**config.mk**
```make
export PLATFORM = sky130hd
export DESIGN_NAME = fifo_sample_packer
export DESIGN_NICKNAME = d
export VERILOG_FILES = /design/src/rtl/fifo_sample_packer.sv
export SDC_FILE = /design/constraint.sdc
export NUM_CORES = 1
export LEC_CHECK = 0
export CORE_AREA = 10 10 116 118
export DETAILED_ROUTE_END_ITERATION = 10
export DIE_AREA = 0 0 126 128
export HOLD_SLACK_MARGIN = 0.08
export PLACE_DENSITY = 0.71
export SLEW_MARGIN = 20
export SYNTH_ARGS = -nofsm -noshare
export SYNTH_HDL_FRONTEND = slang
export SYNTH_SLANG_ARGS = --single-unit
export TNS_END_PERCENT = 5
```
**constraint.sdc**
```tcl
create_clock -name clk -period 2.6 [get_ports clk]
set_clock_uncertainty 0.1 [all_clocks]
set_input_delay 0.39 -clock clk [delete_from_list [all_inputs] [get_ports clk]]
set_output_delay 0.39 -clock clk [all_outputs]
set_load 0.05 [all_outputs]
```
**src/rtl/fifo_sample_packer.sv**
```systemverilog
// Packs pIN_WIDTH-bit samples into pIN_WIDTH*pRATIO-bit words and writes them into a synchronous FIFO.
// Optional saturating drop counter is built only when PACKER_DROP_COUNT_EN is defined.
module fifo_sample_packer #(
  parameter int pIN_WIDTH    = 8,
  parameter int pRATIO       = 4,
  parameter int pCOUNT_WIDTH = 32
) (
  input  logic                          clk,
  input  logic                          rst_n,
  input  logic                          enable,
  input  logic                          in_valid,
  input  logic [pIN_WIDTH-1:0]          in_data,
  input  logic                          flush,
  input  logic                          fifo_full,
  input  logic                          fifo_almost_full,
  output logic                          fifo_wen,
  output logic [pIN_WIDTH*pRATIO-1:0]   fifo_wdata,
  output logic                          busy,
  output logic                          dropped,
  output logic [pCOUNT_WIDTH-1:0]       word_count,
  output logic [15:0]                   drop_count
);

  localparam int OUT_W = pIN_WIDTH * pRATIO;
  localparam int IDX_W = (pRATIO > 1) ? $clog2(pRATIO) : 1;
  localparam logic [IDX_W-1:0] IDX_LAST = IDX_W'(pRATIO - 1);

  typedef enum logic {IDLE, PACK} state_t;

  state_t                  r_state, w_state_nxt;
  logic [IDX_W-1:0]        r_idx, w_idx_nxt;
  logic [OUT_W-1:0]        r_pack, w_pack_nxt, w_word;
  logic                    r_wen;
  logic [OUT_W-1:0]        r_wdata;
  logic                    r_dropped;
  logic [pCOUNT_WIDTH-1:0] r_word_count;
  logic                    w_start, w_in_pack, w_take, w_complete, w_has_partial;
  logic                    w_flush_word, w_issue, w_drop, w_write;

  always_ff @(posedge clk or negedge rst_n) begin
    if (!rst_n) r_state <= IDLE;
    else        r_state <= w_state_nxt;
  end

  always_comb begin
    w_state_nxt = r_state;
    case (r_state)
      IDLE:    if (enable)  w_state_nxt = PACK;
      PACK:    if (!enable) w_state_nxt = IDLE;
      default: w_state_nxt = IDLE;
    endcase
  end

  // FIFO write side: fifo_wen is a one-cycle strobe with fifo_wdata valid in the same cycle;
  // there is no ready, so a word is dropped instead of written whenever the FIFO may be full.
  always_comb begin
    w_start   = (r_state == IDLE) && enable;
    w_in_pack = (r_state == PACK);
    w_take    = w_in_pack && in_valid;
    w_word    = r_pack;
    if (w_take) w_word[r_idx*pIN_WIDTH +: pIN_WIDTH] = in_data;
    w_complete    = w_take && (r_idx == IDX_LAST);
    w_has_partial = w_take || (r_idx != '0);
    // A sample that completes the word absorbs a simultaneous flush.
    w_flush_word  = w_in_pack && flush && !w_complete && w_has_partial;
    w_issue       = w_complete || w_flush_word;
    w_drop        = w_issue && (fifo_full || (r_wen && fifo_almost_full));
    w_write       = w_issue && !w_drop;
    w_idx_nxt     = r_idx;
    w_pack_nxt    = r_pack;
    if (w_start) begin
      w_idx_nxt  = '0;
      w_pack_nxt = '0;
    end else if (w_in_pack) begin
      if (w_issue || !enable) begin
        w_idx_nxt  = '0;
        w_pack_nxt = '0;
      end else if (w_take) begin
        w_idx_nxt  = r_idx + 1'b1;
        w_pack_nxt = w_word;
      end
    end
  end

  always_ff @(posedge clk or negedge rst_n) begin
    if (!rst_n) begin
      r_idx        <= '0;
      r_pack       <= '0;
      r_wen        <= 1'b0;
      r_wdata      <= '0;
      r_dropped    <= 1'b0;
      r_word_count <= '0;
    end else begin
      r_idx  <= w_idx_nxt;
      r_pack <= w_pack_nxt;
      r_wen  <= w_write;
      if (w_write) r_wdata <= w_word;
      if (w_start)     r_dropped <= 1'b0;
      else if (w_drop) r_dropped <= 1'b1;
      if (w_start)      r_word_count <= '0;
      else if (w_write) r_word_count <= r_word_count + 1'b1;
    end
  end

`ifdef PACKER_DROP_COUNT_EN
  logic [15:0] r_drop_count;
  always_ff @(posedge clk or negedge rst_n) begin
    if (!rst_n)                                  r_drop_count <= '0;
    else if (w_start)                            r_drop_count <= '0;
    else if (w_drop && (r_drop_count != 16'hFFFF)) r_drop_count <= r_drop_count + 1'b1;
  end
  assign drop_count = r_drop_count;
`else
  assign drop_count = '0;
`endif

  assign fifo_wen   = r_wen;
  assign fifo_wdata = r_wdata;
  assign busy       = (r_idx != '0) || r_wen;
  assign dropped    = r_dropped;
  assign word_count = r_word_count;

endmodule

```
; ---- After elaboration in Yosys (flattened, before gate mapping)
; Index checks and enable logic that the tools add are counted.
[totals]
ramBits = 0
rom_bits = 0
mem_count = 0
ff_bits = 101
inputBits = 15
out_inout_bits = 83
latch_bits = 0
[classes]
mul = 0
shift = 2
mux = 15
n_div = 0
magnitude_cmp = 0
n_bitwise = 1
n_addsub = 3
n_eq_ne = 1
n_reduce_logical = 23
[op_table]
columns = cell, n
row1 = $mux W32, 7
row2 = $neg A5 Y34, 1
row3 = $shift A8 B34 Y32 const A, 1
row4 = $shiftx A8 B34 Y32, 1
row5 = $add A32 B1 Y32 const B, 1
row6 = $bwmux W32, 1
row7 = $logic_and A1 B1 Y1, 9
row8 = $mux W2, 4
row9 = $reduce_bool A2 Y1, 4
row10 = $logic_or A1 B1 Y1, 5
row11 = $logic_not A1 Y1, 3
row12 = $mux W1, 3
row13 = $reduce_bool A3 Y1, 1
row14 = $add A2 B1 Y2 const B, 1
row15 = $eq A2 B2 Y1 const B, 1
row16 = $reduce_and A2 Y1, 1
row17 = $not A1 Y1, 1

; ---- Logic depth before layout (Yosys ltp)
[depth]
ltp_word = 11
depth_mapped = 10

; ---- Least setup slack after synthesis
; No wires, ideal clock.
[synth_timing]
path_type = flip-flop to flip-flop
start = register r_idx[0]
end = register r_word_count[27] (netlist: word_count[27])
n_path_buf = 3
stages_incl_launch_ff = 11
setup_ns = 0.078
t_arrival_ns = 2.463
slack_ns = -0.041
path_cell_list = dfrtp_1 > inv_1 > ha_1 > clkbuf_1 > nand3b_1 > and2_1 > buf_2 > or4_1 > clkbuf_1 > or3_1 > a21oi_1
[synth_via]
elab_chain_cells = 10
elab_cells_between_ends = 12
classes_between = eq/ne (1) / reduce/logical (11)
[synth_lines]
columns = item, line_no
row1 = start: declaration, 31  ; logic [IDX_W-1:0] r_idx, w_idx_nxt;
row2 = start signal: assignment, 94  ; r_idx <= w_idx_nxt;
row3 = $eq A2 B2 Y1, 62  ; w_complete = w_take && (r_idx == IDX_LAST);
row4 = $logic_and A1 B1 Y1, 62
row5 = $logic_not A1 Y1, 65  ; w_flush_word = w_in_pack && flush && !w_complete && w_has_partial;
row6 = $logic_and A1 B1 Y1 (2 in a row), 65
row7 = $logic_or A1 B1 Y1 (*), 66  ; w_issue = w_complete || w_flush_word;
row8 = $logic_and A1 B1 Y1, 67  ; w_drop = w_issue && (fifo_full || (r_wen && fifo_almost_full));
row9 = $logic_not A1 Y1, 68  ; w_write = w_issue && !w_drop;
row10 = $logic_and A1 B1 Y1 (*), 68
row11 = $reduce_bool A2 Y1 (no source line) (*), -
row12 = end signal: assignment, 101  ; else if (w_write) r_word_count <= r_word_count + 1'b1;
row13 = end: declaration, 36  ; logic [pCOUNT_WIDTH-1:0] r_word_count;
; Every way passes the cells marked *; elsewhere a longest branch is shown, timed or not.
; A chain may end at the register's enable or synchronous reset.

; ---- Worst setup path in the final report
[layout_timing]
start = register r_idx[1]
end = register r_word_count[23] (netlist: word_count[23])
; Same word-level chain as after synthesis.

==> flow_summary.yaml <==
timing:
  slew_headroom_pct: 56.5
  finalMaxSlewViolations: 0
  post-route-min-period_ps: 2480
  finalSetupViolCount: 0
  hold_viol_final: 0
  max_freq_mhz: 403
  worst_hold_slack_ps: 407
  rsz0062_at_grt: "false"
  final_min_period_over_clock_period_pct: 95.4
  post-route-worst-setup-slack_ps: 120
  tns_ps: 0
  worst_slew_pin_tran_ps: 653
floorplanning:
  core.rowCount: 39
  die_h_um: 128
  start_util_pct: 42.1
  die-area_mm2: 0.0161
  die-width_um: 126
  ios: 98
  area_of_the_placeable_core_mm2: 0.0112
setup_path:
  slowest_stage_delay_cp_ps: 550
  cp-start-kind: "flip-flop"
  dominant_cell_type_by_count_on_the_critical_path: "sky130_fd_sc_hd__or4_1"
  worstPathBufferInverterCount: 1
  path_delay_family: "simple AND/OR/NAND/NOR gates"
  slowest_stage: "sky130_fd_sc_hd__or4_1"
  crit_type: "reg -> reg"
  timing.critical_path.cells: "inv_1 -> ha_1 -> nand3b_1 -> and2_1 -> or4_1 -> or4_1 -> a21oi_1"
  critical_path_endpoint_category: "flip-flop"
  critical_path_arrival_ps: 2640
  worst-path-max-fanout: 5
  required_time_of_the_critical_path_ps: 2760
logic_synthesis:
  post_synth_num_cell_types: 43
  synth.ff_latch_count: 101
  synth_area_per_cell_um2: 10.1
  syn_area_mm2: 0.00472
  yosys.area_share.simple_pct: 18.8
  muxShareOfSynthArea_pct: 0.424
  syn-instance-count: 466
  synth_compound_area_share_pct: 17.6
  synth_fa_ha_area_share_pct: 1.59
  synth_sequential_area_ratio_pct: 53.5
  synth_top_family_by_area: "simple AND/OR/NAND/NOR gates"
  synthXorXnorAreaFrac_pct: 2.97
  synth-warning-count: 0
layout:
  num-nets-final: 588
  drive_above_1_share_pct: 10.8
  fillerInstances: 1011
  layout_common_cells: "sky130_fd_sc_hd__dfrtp_1 (100), sky130_fd_sc_hd__clkdlybuf4s50_1 (79), sky130_fd_sc_hd__nor2_1 (55), sky130_fd_sc_hd__a21oi_1 (46), sky130_fd_sc_hd__a22oi_1 (32)"
  final_core_utilization_pct: 54.8
  areaGrowthSynthToFinish_pct: 30.3
  leading_cell_type_in_the_layout_fill_and_taps_excluded: "sky130_fd_sc_hd__dfrtp_1"
placement:
  place.gp.congestion: 0.899
  hpwl_mm: 9.31
  port-buffer-count: 81
  dp_worst_setup_slack_ps: -84.3
global_routing:
  top_usage_layer: "met2"
  global_route.usage.total_pct: 15.2
  gr_overflow_total: 0
  grt_first_pass_wirelength_mm: 20.6
  grt_max_degree: 65
  number_of_global_route_vias_before_repair: 4103
  grt_util_met3_pct: 4.80
  globalRouteMet1Util_pct: 18.5
  antenna_violations_before_repair: 1
  grt.met2_usage_pct: 24.5
pwr:
  power.ir.vdd_worst_mv: 0.427
  static-leakage-power_nw: 2.57
  p_per_area_mw_per_mm2: 715
  total_power_mw: 4.40
routing:
  drt_drc_violations_left: 0
  drt-wirelength-per-cell_um: 17.6
  wirelength_mm: 12.6
  detail_route.iter0.violations: 335
  firstDrtPassIters: 5
  vias_per_cell: 5.57
  final_antenna_net_count: 0
  vias: 3989
cts:
  h-tree-depth: 3
  cts.reportedPaths.clkPinSlew_ps: 70
  cts.root.buffer_cell: "sky130_fd_sc_hd__clkbuf_16"
  cts_max_path_buffers: 2
  clock_latency_ps: 340
  clock_sinks: 101
  cts_made_buffers: 9
  cts_tree: "done"
  post-cts-setup-buffers: 0
job:
  max_cap_viol_count: 0
outcome:
  run_status: "complete, no violations"
min_path:
  hold_class: "reg -> reg"
cell type report:
| class | count | area [um2] | share of cell area [%] |
|---|---|---|---|
| Antenna cell | 1 | 2.50 | 0.0407 |
| Sequential cell | 101 | 2530 | 41.1 |
| Timing Repair Buffer | 111 | 1060 | 17.2 |
| Multi-Input combinational cell | 334 | 2040 | 33.1 |
| Clock buffer | 9 | 225 | 3.66 |
| Tap cell | 143 | 179 | 2.91 |
| Clock inverter | 7 | 87.6 | 1.42 |
| Inverter | 10 | 37.5 | 0.610 |
logic make-up (layout without fill, tap and decap cells):
logic type,after synthesis,after routing
muxes,2,2
DFF,101,101
xor gates and xnor gates,16,16
and+or+nand+nor,167,167
buffers and inverters,46,137
adders and majority gates,6,6
AOI/OAI and AO/OA,127,127
other,1,17
synth_stat cells:
library cell / instances / share of area (%)
sky130_fd_sc_hd__and3_1: 2 / 0.26
sky130_fd_sc_hd__nand4_1: 17 / 2.3
sky130_fd_sc_hd__or4_2: 1 / 0.19
sky130_fd_sc_hd__a22oi_1: 32 / 5.1
sky130_fd_sc_hd__nor4b_2: 1 / 0.32
sky130_fd_sc_hd__or3_1: 6 / 0.79
sky130_fd_sc_hd__nor4_1: 8 / 1.1
sky130_fd_sc_hd__a22o_1: 24 / 4.5
sky130_fd_sc_hd__nor2b_1: 13 / 1.7
sky130_fd_sc_hd__nand4_4: 1 / 0.45
sky130_fd_sc_hd__or3_2: 2 / 0.32
sky130_fd_sc_hd__a21o_1: 2 / 0.32
sky130_fd_sc_hd__or3_4: 1 / 0.24
sky130_fd_sc_hd__xnor2_1: 8 / 1.5
sky130_fd_sc_hd__nor4_2: 1 / 0.26
sky130_fd_sc_hd__dfrtp_1: 101 / 54
sky130_fd_sc_hd__nand2b_1: 4 / 0.53
sky130_fd_sc_hd__and4_1: 2 / 0.37
sky130_fd_sc_hd__o211ai_1: 2 / 0.32
sky130_fd_sc_hd__a31oi_1: 1 / 0.13
sky130_fd_sc_hd__buf_2: 3 / 0.32
sky130_fd_sc_hd__buf_4: 16 / 2.5
sky130_fd_sc_hd__nand3_1: 10 / 1.1
sky130_fd_sc_hd__o31ai_1: 2 / 0.32
sky130_fd_sc_hd__o22ai_1: 3 / 0.40
sky130_fd_sc_hd__clkbuf_1: 17 / 1.4
sky130_fd_sc_hd__nor3_1: 6 / 0.64
sky130_fd_sc_hd__and2_1: 4 / 0.53
sky130_fd_sc_hd__nor4b_1: 1 / 0.19
sky130_fd_sc_hd__ha_1: 6 / 1.6
sky130_fd_sc_hd__nand3b_1: 2 / 0.32
sky130_fd_sc_hd__mux2i_1: 2 / 0.42
sky130_fd_sc_hd__a21oi_1: 47 / 5.0
sky130_fd_sc_hd__inv_1: 10 / 0.79
sky130_fd_sc_hd__xor2_1: 8 / 1.5
sky130_fd_sc_hd__o2111ai_1: 1 / 0.19
sky130_fd_sc_hd__o21ai_0: 12 / 1.3
sky130_fd_sc_hd__a31o_2: 1 / 0.19
sky130_fd_sc_hd__nand2_1: 23 / 1.8
sky130_fd_sc_hd__conb_1: 1 / 0.079
sky130_fd_sc_hd__nor2_1: 55 / 4.4
sky130_fd_sc_hd__or2_2: 1 / 0.13
sky130_fd_sc_hd__or4_1: 6 / 0.95
per-stage QoR:
step,std cells,instance area [um2]
5_1_grt,715,6150
6_report,716,6160
3_5_place_dp,698,5820
2_1_floorplan,481,4780
3_3_place_gp,698,5820
4_1_cts,715,6140
worst paths after layout:
check,startpoint,endpoint,slack (ps),cells after the start
min in group asynchronous,rst_n,word_count[21]$_DFFE_PN0P_,510,2
min reg2reg,r_pack[26]$_DFFE_PN0P_,r_pack[26]$_DFFE_PN0P_,410,1
max reg2reg,r_idx[1]$_DFFE_PN0P_,word_count[23]$_DFFE_PN0P_,120,7
min,r_pack[26]$_DFFE_PN0P_,r_pack[26]$_DFFE_PN0P_,410,1
max in group asynchronous,rst_n,fifo_wdata[14]$_DFFE_PN0P_,1240,3
max,r_idx[1]$_DFFE_PN0P_,word_count[23]$_DFFE_PN0P_,120,7
flip-flops by register name, indices dropped and copies added (netlist names):
name        cells
r_state         1
fifo_wdata     32
word_count     32
dropped         1
r_pack         32
r_idx           2
fifo_wen        1
metal layers:
| metal | wire length (um) | part of all wire (%) |
|---|---|---|
| met1 | 5300 | 42 |
| met2 | 5910 | 47 |
| met3 | 1120 | 8.9 |
| met4 | 282 | 2.2 |
| met5 | 0 | 0 |
repair_timing:
action / CTS / global route
setup endpoints to repair: 0 / 7
gates resized for setup: 0 / 3
hold endpoints to repair: 45 / 0
hold buffers: 1 / 0
where the power goes:
| part | leakage [nW] | total, mW | internal [mW] | switching, mW |
|---|---|---|---|---|
| clock network | 0.155 | 1.40 | 0.772 | 0.631 |
| logic | 1.08 | 1.20 | 0.367 | 0.837 |
| registers | 1.34 | 1.80 | 1.71 | 0.0835 |
| total | 2.57 | 4.40 | 2.85 | 1.55 |
Power figures use the tool's default switching activity.
